File: src/rtl/sequencer_pkg.sv
// sequencer_pkg: note codes and the note-cycling rule shared by the sequencer track.
// Note codes run OFF -> LOW_C .. HIGH_C and wrap back to OFF.
package sequencer_pkg;

    typedef enum logic [3:0] {
        OFF     = 4'd0,
        LOW_C   = 4'd1,
        LOW_CS  = 4'd2,
        LOW_D   = 4'd3,
        LOW_DS  = 4'd4,
        LOW_E   = 4'd5,
        LOW_F   = 4'd6,
        LOW_FS  = 4'd7,
        LOW_G   = 4'd8,
        LOW_GS  = 4'd9,
        LOW_A   = 4'd10,
        LOW_AS  = 4'd11,
        LOW_B   = 4'd12,
        HIGH_C  = 4'd13
    } note_t;

    localparam logic [3:0] NOTE_MAX = 4'd13;

    // Next note for a toggle: step up one semitone, wrap HIGH_C to OFF.
    // Codes above NOTE_MAX cannot be written, but if one ever appears it
    // is treated like the top of the range so the step recovers to OFF.
    function automatic note_t next_note(input note_t cur);
        note_t nxt;
        if (cur >= NOTE_MAX) begin
            nxt = OFF;
        end else begin
            nxt = note_t'(cur + 4'd1);
        end
        return nxt;
    endfunction

endpackage

File: src/rtl/sequencer_step_mem.sv
// sequencer_step_mem: NUM_STEPS x 4-bit note register file.
// One write port, a synchronous clear of every step, and one
// asynchronous read port. Out-of-range read indices return OFF.
module sequencer_step_mem
    import sequencer_pkg::*;
#(
    parameter int NUM_STEPS = 8,
    parameter int IDX_W     = $clog2(NUM_STEPS)
) (
    input  logic             clk,
    input  logic             n_rst,
    input  logic             clr,
    input  logic             we,
    input  logic [IDX_W-1:0] wr_idx,
    input  logic [3:0]       wr_data,
    input  logic [IDX_W-1:0] rd_idx,
    output logic [3:0]       rd_data
);

    logic [3:0] mem_r [NUM_STEPS];
    logic       wr_ok_s;
    logic       rd_ok_s;

    assign wr_ok_s = (32'(wr_idx) < 32'(NUM_STEPS));
    assign rd_ok_s = (32'(rd_idx) < 32'(NUM_STEPS));

    // Step storage: reset and clear empty every step, otherwise one write per cycle.
    always_ff @(posedge clk) begin
        if (!n_rst) begin
            mem_r <= '{default: 4'd0};
        end else if (clr) begin
            mem_r <= '{default: 4'd0};
        end else if (we && wr_ok_s) begin
            mem_r[wr_idx] <= wr_data;
        end
    end

    // Asynchronous read; indices past the last step read as OFF.
    always_comb begin
        rd_data = 4'd0;
        if (rd_ok_s) begin
            rd_data = mem_r[rd_idx];
        end else begin
            rd_data = 4'd0;
        end
    end

endmodule

File: src/rtl/sequencer_track.sv
// sequencer_track: multi-step note track for sequencer mode.
// Stores one note per step, edits them through a cursor, and plays the
// note addressed by the measure counter's beat with one cycle of latency.
// Optional feature macro: SEQ_GATE_EN -- when defined, a per-beat gate
// counter limits each note to GATE_CYCLES clocks; when undefined, notes
// sound for the whole beat and GATE_CYCLES is ignored.
module sequencer_track
    import sequencer_pkg::*;
#(
    parameter int NUM_STEPS   = 8,
    parameter int BEAT_W      = 4,
    parameter int GATE_CYCLES = 2500
) (
    input  logic                         clk,
    input  logic                         n_rst,
    input  logic                         sequencer_on,
    input  logic                         toggle,
    input  logic                         step_next,
    input  logic                         clear,
    input  logic [BEAT_W-1:0]            beat,
    input  logic                         beat_strobe,
    output logic [$clog2(NUM_STEPS)-1:0] edit_step,
    output logic [3:0]                   note_out,
    output logic                         gate
);

    localparam int               IDX_W     = $clog2(NUM_STEPS);
    localparam logic [IDX_W-1:0] STEP_ZERO = IDX_W'(0);
    localparam logic [IDX_W-1:0] STEP_ONE  = IDX_W'(1);
    localparam logic [IDX_W-1:0] STEP_LAST = IDX_W'(NUM_STEPS - 1);

    // Parameter sanity: catch impossible configurations at elaboration.
    generate
        if ((NUM_STEPS < 2) || (NUM_STEPS > 16)) begin : g_bad_steps
            $error("sequencer_track: NUM_STEPS must lie in 2..16");
        end
        if ((2 ** BEAT_W) < NUM_STEPS) begin : g_bad_beat
            $error("sequencer_track: BEAT_W too narrow to address every step");
        end
        if (GATE_CYCLES < 1) begin : g_bad_gate
            $error("sequencer_track: GATE_CYCLES must be at least 1");
        end
    endgenerate

    logic [IDX_W-1:0] edit_step_r;
    logic [IDX_W-1:0] cursor_nxt_s;
    logic [3:0]       note_out_r;
    logic [3:0]       note_nxt_s;
    logic [3:0]       play_s;

    logic             edit_clr_s;
    logic             edit_tog_s;
    logic             edit_stp_s;
    logic             beat_ok_s;

    logic [IDX_W-1:0] rd_idx_s;
    logic [3:0]       rd_data_s;
    logic [3:0]       preview_s;

    // Edits only count in sequencer mode; clear overrides toggle and step_next.
    // toggle and step_next together edit the old cursor, then advance it.
    assign edit_clr_s = sequencer_on & clear;
    assign edit_tog_s = sequencer_on & toggle & ~clear;
    assign edit_stp_s = sequencer_on & step_next & ~clear;

    assign beat_ok_s  = (32'(beat) < 32'(NUM_STEPS));

    // A single read port is shared: a toggle needs the note under the
    // cursor (and that edited value is what plays next cycle), otherwise
    // playback needs the note under the beat.
    assign rd_idx_s   = edit_tog_s ? edit_step_r : beat[IDX_W-1:0];
    assign preview_s  = next_note(note_t'(rd_data_s));

    sequencer_step_mem #(
        .NUM_STEPS (NUM_STEPS),
        .IDX_W     (IDX_W)
    ) u_step_mem (
        .clk     (clk),
        .n_rst   (n_rst),
        .clr     (edit_clr_s),
        .we      (edit_tog_s),
        .wr_idx  (edit_step_r),
        .wr_data (preview_s),
        .rd_idx  (rd_idx_s),
        .rd_data (rd_data_s)
    );

    // Edit cursor next value: clear homes it, step_next advances with wrap.
    always_comb begin
        cursor_nxt_s = edit_step_r;
        if (edit_clr_s) begin
            cursor_nxt_s = STEP_ZERO;
        end else if (edit_stp_s) begin
            if (edit_step_r == STEP_LAST) begin
                cursor_nxt_s = STEP_ZERO;
            end else begin
                cursor_nxt_s = edit_step_r + STEP_ONE;
            end
        end else begin
            cursor_nxt_s = edit_step_r;
        end
    end

    // Playback value: silent in piano mode and on clear, the edited note
    // right after a toggle, otherwise the step addressed by beat.
    always_comb begin
        play_s = 4'd0;
        if (!sequencer_on) begin
            play_s = 4'd0;
        end else if (edit_clr_s) begin
            play_s = 4'd0;
        end else if (edit_tog_s) begin
            play_s = preview_s;
        end else if (beat_ok_s) begin
            play_s = rd_data_s;
        end else begin
            play_s = 4'd0;
        end
    end

`ifdef SEQ_GATE_EN
    localparam int               CNT_W    = (GATE_CYCLES > 1) ? $clog2(GATE_CYCLES) : 1;
    localparam logic [CNT_W-1:0] CNT_LOAD = CNT_W'(GATE_CYCLES - 1);
    localparam logic [CNT_W-1:0] CNT_ZERO = CNT_W'(0);
    localparam logic [CNT_W-1:0] CNT_ONE  = CNT_W'(1);

    logic [CNT_W-1:0] gate_cnt_r;
    logic [CNT_W-1:0] gate_cnt_nxt_s;
    logic             gate_act_r;
    logic             gate_act_nxt_s;

    // Gate counter next state. The active flag covers the final count of
    // zero, so a load of GATE_CYCLES-1 keeps the gate open GATE_CYCLES clocks.
    // A strobe or preview of a sounding note (re)loads; one of OFF closes it.
    always_comb begin
        gate_cnt_nxt_s = gate_cnt_r;
        gate_act_nxt_s = gate_act_r;
        if (!sequencer_on || edit_clr_s) begin
            gate_cnt_nxt_s = CNT_ZERO;
            gate_act_nxt_s = 1'b0;
        end else if (edit_tog_s || beat_strobe) begin
            if (play_s != 4'd0) begin
                gate_cnt_nxt_s = CNT_LOAD;
                gate_act_nxt_s = 1'b1;
            end else begin
                gate_cnt_nxt_s = CNT_ZERO;
                gate_act_nxt_s = 1'b0;
            end
        end else if (gate_act_r) begin
            if (gate_cnt_r == CNT_ZERO) begin
                gate_cnt_nxt_s = CNT_ZERO;
                gate_act_nxt_s = 1'b0;
            end else begin
                gate_cnt_nxt_s = gate_cnt_r - CNT_ONE;
                gate_act_nxt_s = 1'b1;
            end
        end else begin
            gate_cnt_nxt_s = gate_cnt_r;
            gate_act_nxt_s = gate_act_r;
        end
    end

    // Gate counter registers.
    always_ff @(posedge clk) begin
        if (!n_rst) begin
            gate_cnt_r <= CNT_ZERO;
            gate_act_r <= 1'b0;
        end else begin
            gate_cnt_r <= gate_cnt_nxt_s;
            gate_act_r <= gate_act_nxt_s;
        end
    end

    // A closed gate silences the note so note_out and gate always agree.
    assign note_nxt_s = gate_act_nxt_s ? play_s : 4'd0;
    assign gate       = gate_act_r;
`else
    // Without the gate counter the strobe has no role; notes hold for the beat.
    logic unused_strobe_s;
    assign unused_strobe_s = beat_strobe;
    assign note_nxt_s      = play_s;
    assign gate            = (note_out_r != 4'd0);
`endif

    // Cursor and playback registers.
    always_ff @(posedge clk) begin
        if (!n_rst) begin
            edit_step_r <= STEP_ZERO;
            note_out_r  <= 4'd0;
        end else begin
            edit_step_r <= cursor_nxt_s;
            note_out_r  <= note_nxt_s;
        end
    end

    assign edit_step = edit_step_r;
    assign note_out  = note_out_r;

endmodule

File: config.mk
export PLATFORM = sky130hd
export DESIGN_NAME = sequencer_track
export DESIGN_NICKNAME = d
export VERILOG_FILES = /design/src/rtl/sequencer_pkg.sv /design/src/rtl/sequencer_step_mem.sv /design/src/rtl/sequencer_track.sv
export SDC_FILE = /design/constraint.sdc
export NUM_CORES = 1
export LEC_CHECK = 0
export ABC_AREA = 1
export BUFFER_PORTS_ARGS = -buffer_cell sky130_fd_sc_hd__buf_2
export CORE_AREA = 2 2 104 66
export DETAILED_ROUTE_END_ITERATION = 10
export DIE_AREA = 0 0 106 68
export SETUP_SLACK_MARGIN = 0.4
export SLEW_MARGIN = 20
export SYNTH_ARGS = -nofsm -noshare
export SYNTH_HDL_FRONTEND = slang
export SYNTH_SLANG_ARGS = --single-unit
File: constraint.sdc
create_clock -name clk -period 3.1 [get_ports clk]
set_clock_uncertainty 0.05 [all_clocks]
set_input_delay 0.155 -clock clk [delete_from_list [all_inputs] [get_ports clk]]
set_output_delay 0.155 -clock clk [all_outputs]
set_load 0.02 [all_outputs]
==> metrics.md <==
| Metric | Value |
|---|---|
| Multi-input logic area | `about 0.0012 mm^2` |
| Switch Pwr | `between 0.3 and 0.4 mW` |
| Clock latency on the worst-skew pair | `about 0.29 ns` |
| Clock transition at path regs | `about 0.080 ns` |
| Post-Syn Area | `0.002110 mm^2` |
| Crit Path Max Fanout | `21` |
| Final RePlAce weighted congestion | `between 0.8 and 0.9` |
| Netlist cell types | `26` |
| Initial Utilization | `33.17%` |
| Core area | `0.006360 mm^2` |
| GRT Overall Usage | `15.65%` |
| Post-CTS Setup Inserts | `0` |
| H-tree levels | `2` |
| Synth Instances | `between 200 and 300` |
| Most frequent CP cell | `nand2_1` |
| First-pass GRT wire length | `around 8.7 mm` |
| Fin cells | `roughly 380` |
| Area grow syn2layout | `12.22%` |
| Worst Setup Slack, final | `approximately 0.8 ns` |
| Routed WL per cell | `approximately 14 um` |
| Site row count | `23` |
| Minimum clock period | `2.291 ns` |
| Largest net degree at the start of global routing | `35` |
| Nets | `306` |
| Leakage power | `0.9863 nW` |
| Yosys warns | `0` |
| Die area | `about 0.007 mm^2` |
| Register area share after synthesis | `approximately 37%` |
| Pwr dens | `~500 mW/mm^2` |
| Crit path cell chain | `inv_1 -> nand2_4 -> nand2_8 -> nand2_1 -> nand3_2 -> nand2_1 -> nand2_1 -> nand2_1 -> ha_1 -> inv_1 -> nand3_4 -> nand2_8 -> nand2_4 -> a21oi_1` |
| Hold Path Class | `in -> reg` |
| Kind of critical path | `reg -> reg` |
| Tcrit/Tclk final | `between 70% and 80%` |
| Diode count | `0` |
| Antenna-violating nets left | `0` |
| Sequential cell area | `about 780 um^2` |
| Hpwl dp | `approximately 3.7 mm` |
| Max-Cap Viols | `0` |
| Clock power share | `between 30 and 40%` |
| Setup repair after global routing missed its margin | `false` |
| Final Setup Violations | `0` |
| Routed WL | `about 5.2 mm` |
| Final max-slew violation count | `0` |
| IO Pins | `19` |
| Detailed-route vias per instance | `between 4 and 5` |
| Worst Tran Pin Value | `0.4594 ns` |
| Die Ht | `68 um` |
| Fmax | `around 440 MHz` |
| #FFs+latches synth | `39` |
| Status | `complete, no violations` |
| Chip Width | `between 100 and 150 um` |
| Via count | `around 1800` |
| Clock root cell | `clkbuf_8` |
| Mean Syn Cell Area | `roughly 7.7 um^2` |
| CTS tree | `built` |
| Setup TNS | `0 ns` |
| CTS Sinks | `39` |
| CP required | `between 3 and 4 ns` |
| # DRC | `0` |
| Sequential power share | `between 40 and 50%` |
| DR iter-0 viols | `102` |
| Worst Hold Depth | `4` |
| Remaining global-route overflow | `0` |
| Crit path largest cell delay | `slightly below 0.4 ns` |
| Post-synth top area share | `a little under two fifths` |
| CTS Hold Bufs | `0` |
| Fillers | `658` |
| TritonCTS Buffers | `5` |
| R2R depth | `14` |
| Max_slew headroom | `69.26%` |
| Dpl ws | `roughly 0.77 ns` |
| Port Buf Inserts | `17` |
| CP startpoint kind | `flip-flop` |
| Router iterations before antenna repair | `4` |
| Largest cells by area after synthesis | `dfxtp_1, a21oi_1, nand3_1` |
| Number of global-route vias before repair | `~1700` |
| Internal power | `around 0.83 mW` |
| Area leader, netlist | `dfxtp_1` |
| CP max-delay cell | `dfxtp_1` |
| Share of total power in combinational logic | `18.3%` |
| Max clock buf depth | `2` |
| CP arrival | `roughly 2.4 ns` |
| Share of layout cells above drive strength 1 | `18.84%` |
| Final Hold Fails | `0` |
| Peak VDD IR | `about 0.18 mV` |
| Sw Share | `29.56%` |
| Critical path endpoint category | `flip-flop` |
| Mapped Nets | `288` |
| Antenna violations before repair | `0` |
| CTS resizes | `0` |
| Dpl cells | `371` |
## Yosys cell counts (all sizes together)
cell type	n
dfxtp	39
inv	23
buf	4
nand3b	4
nand3	42
o21ai	37
a211oi	2
clkbuf	3
nor3	1
a21oi	40
nor2	11
ha	4
nand2	62
or4	1
## metal layers
| layer | track usage, % | vias up | part of all wire, % |
|---|---|---|---|
| li1 | - | 963 | - |
| met1 | 23.81 | 830 | 55 |
| met2 | 21.05 | 48 | 37 |
| met3 | 4.476 | 7 | 7.4 |
| met4 | 4.112 | 0 | 0.67 |
| met5 | 0 | - | 0 |
## area by class of cell
class / count / area share (%)
inverter: 23 / 3.647
multi-input combinational: 204 / 49.74
clock inverter: 2 / 1.638
sequential: 39 / 32.98
clock buffer: 6 / 3.488
timing repair buffer: 18 / 3.911
tap: 87 / 4.598
## state kept, by name (all words and copies together) (netlist names)
register and flops:
note_out 4, edit_step 3, u_step_mem.mem_r 32
## worst max-delay path: cells and delay by family, from the launching register on
kind | cells | cell delay [ns]
AND/OR/NAND/NOR | 10 | 1.27
AO/OA/AOI/OAI | 1 | 0.09
adder cells (fa/ha/maj) | 1 | 0.17
buffers and inverters | 2 | 0.18
flip-flops | 1 | 0.39
## worst paths after layout
check | startpoint | slack, ns | end
setup / recovery | edit_step[0] | 0.81 | u_step_mem.mem_r[0]
hold / removal | beat[3] | 0.12 | note_out[0]
setup reg to reg | edit_step[0] | 0.81 | u_step_mem.mem_r[0]
hold reg to reg | u_step_mem.mem_r[19] | 0.49 | u_step_mem.mem_r[19]
## cells in the final DEF, fill, tap and decap left out, types with 2 or more instances in the layout
cell,instances
nand3_1,37
nand2_8,3
a21oi_1,39
nand3_4,2
nand3b_1,4
a211oi_1,2
dfxtp_1,39
inv_1,22
nand2_1,45
o21ai_2,2
nand2_4,6
clkbuf_8,6
nand2_2,8
nor2_1,9
nand3_2,3
o21ai_0,34
ha_1,4
buf_2,17
## per-stage QoR
step | power, mW | hold WS, ns | util (%) | instance area, um^2
CTS | 1.191 | 0.1250 | 37.22 | 2367
detailed placement | 0.7364 | 0.4316 | 35.31 | 2246
global placement | 0.7347 | 0.4236 | 35.31 | 2246
finish | 1.182 | 0.1239 | 37.22 | 2367
floorplan | 0.6846 | 0.3005 | - | 2110
global route | 1.236 | 0.1482 | 37.22 | 2367
## power groups by stage
stage / combinational, mW / sequential, mW / clock (mW)
floorplan: 0.160 / 0.524 / 0
global placement: 0.213 / 0.521 / 0
detailed placement: 0.215 / 0.522 / 0
CTS: 0.216 / 0.510 / 0.465
global route: 0.238 / 0.511 / 0.488
finish: 0.216 / 0.510 / 0.456
## logic make-up (layout without fill, tap and decap cells)
| family | count (synthesis) | count (layout) | share of synthesized area (%) |
|---|---|---|---|
| and+or+nand+nor | 121 | 121 | 33.39 |
| AOI/OAI and AO/OA | 79 | 79 | 20.05 |
| DFF | 39 | 39 | 37.01 |
| buffers and inverters | 30 | 49 | 7.177 |
| adders and majority gates | 4 | 4 | 2.373 |
(Power assumes the default switching activity.)
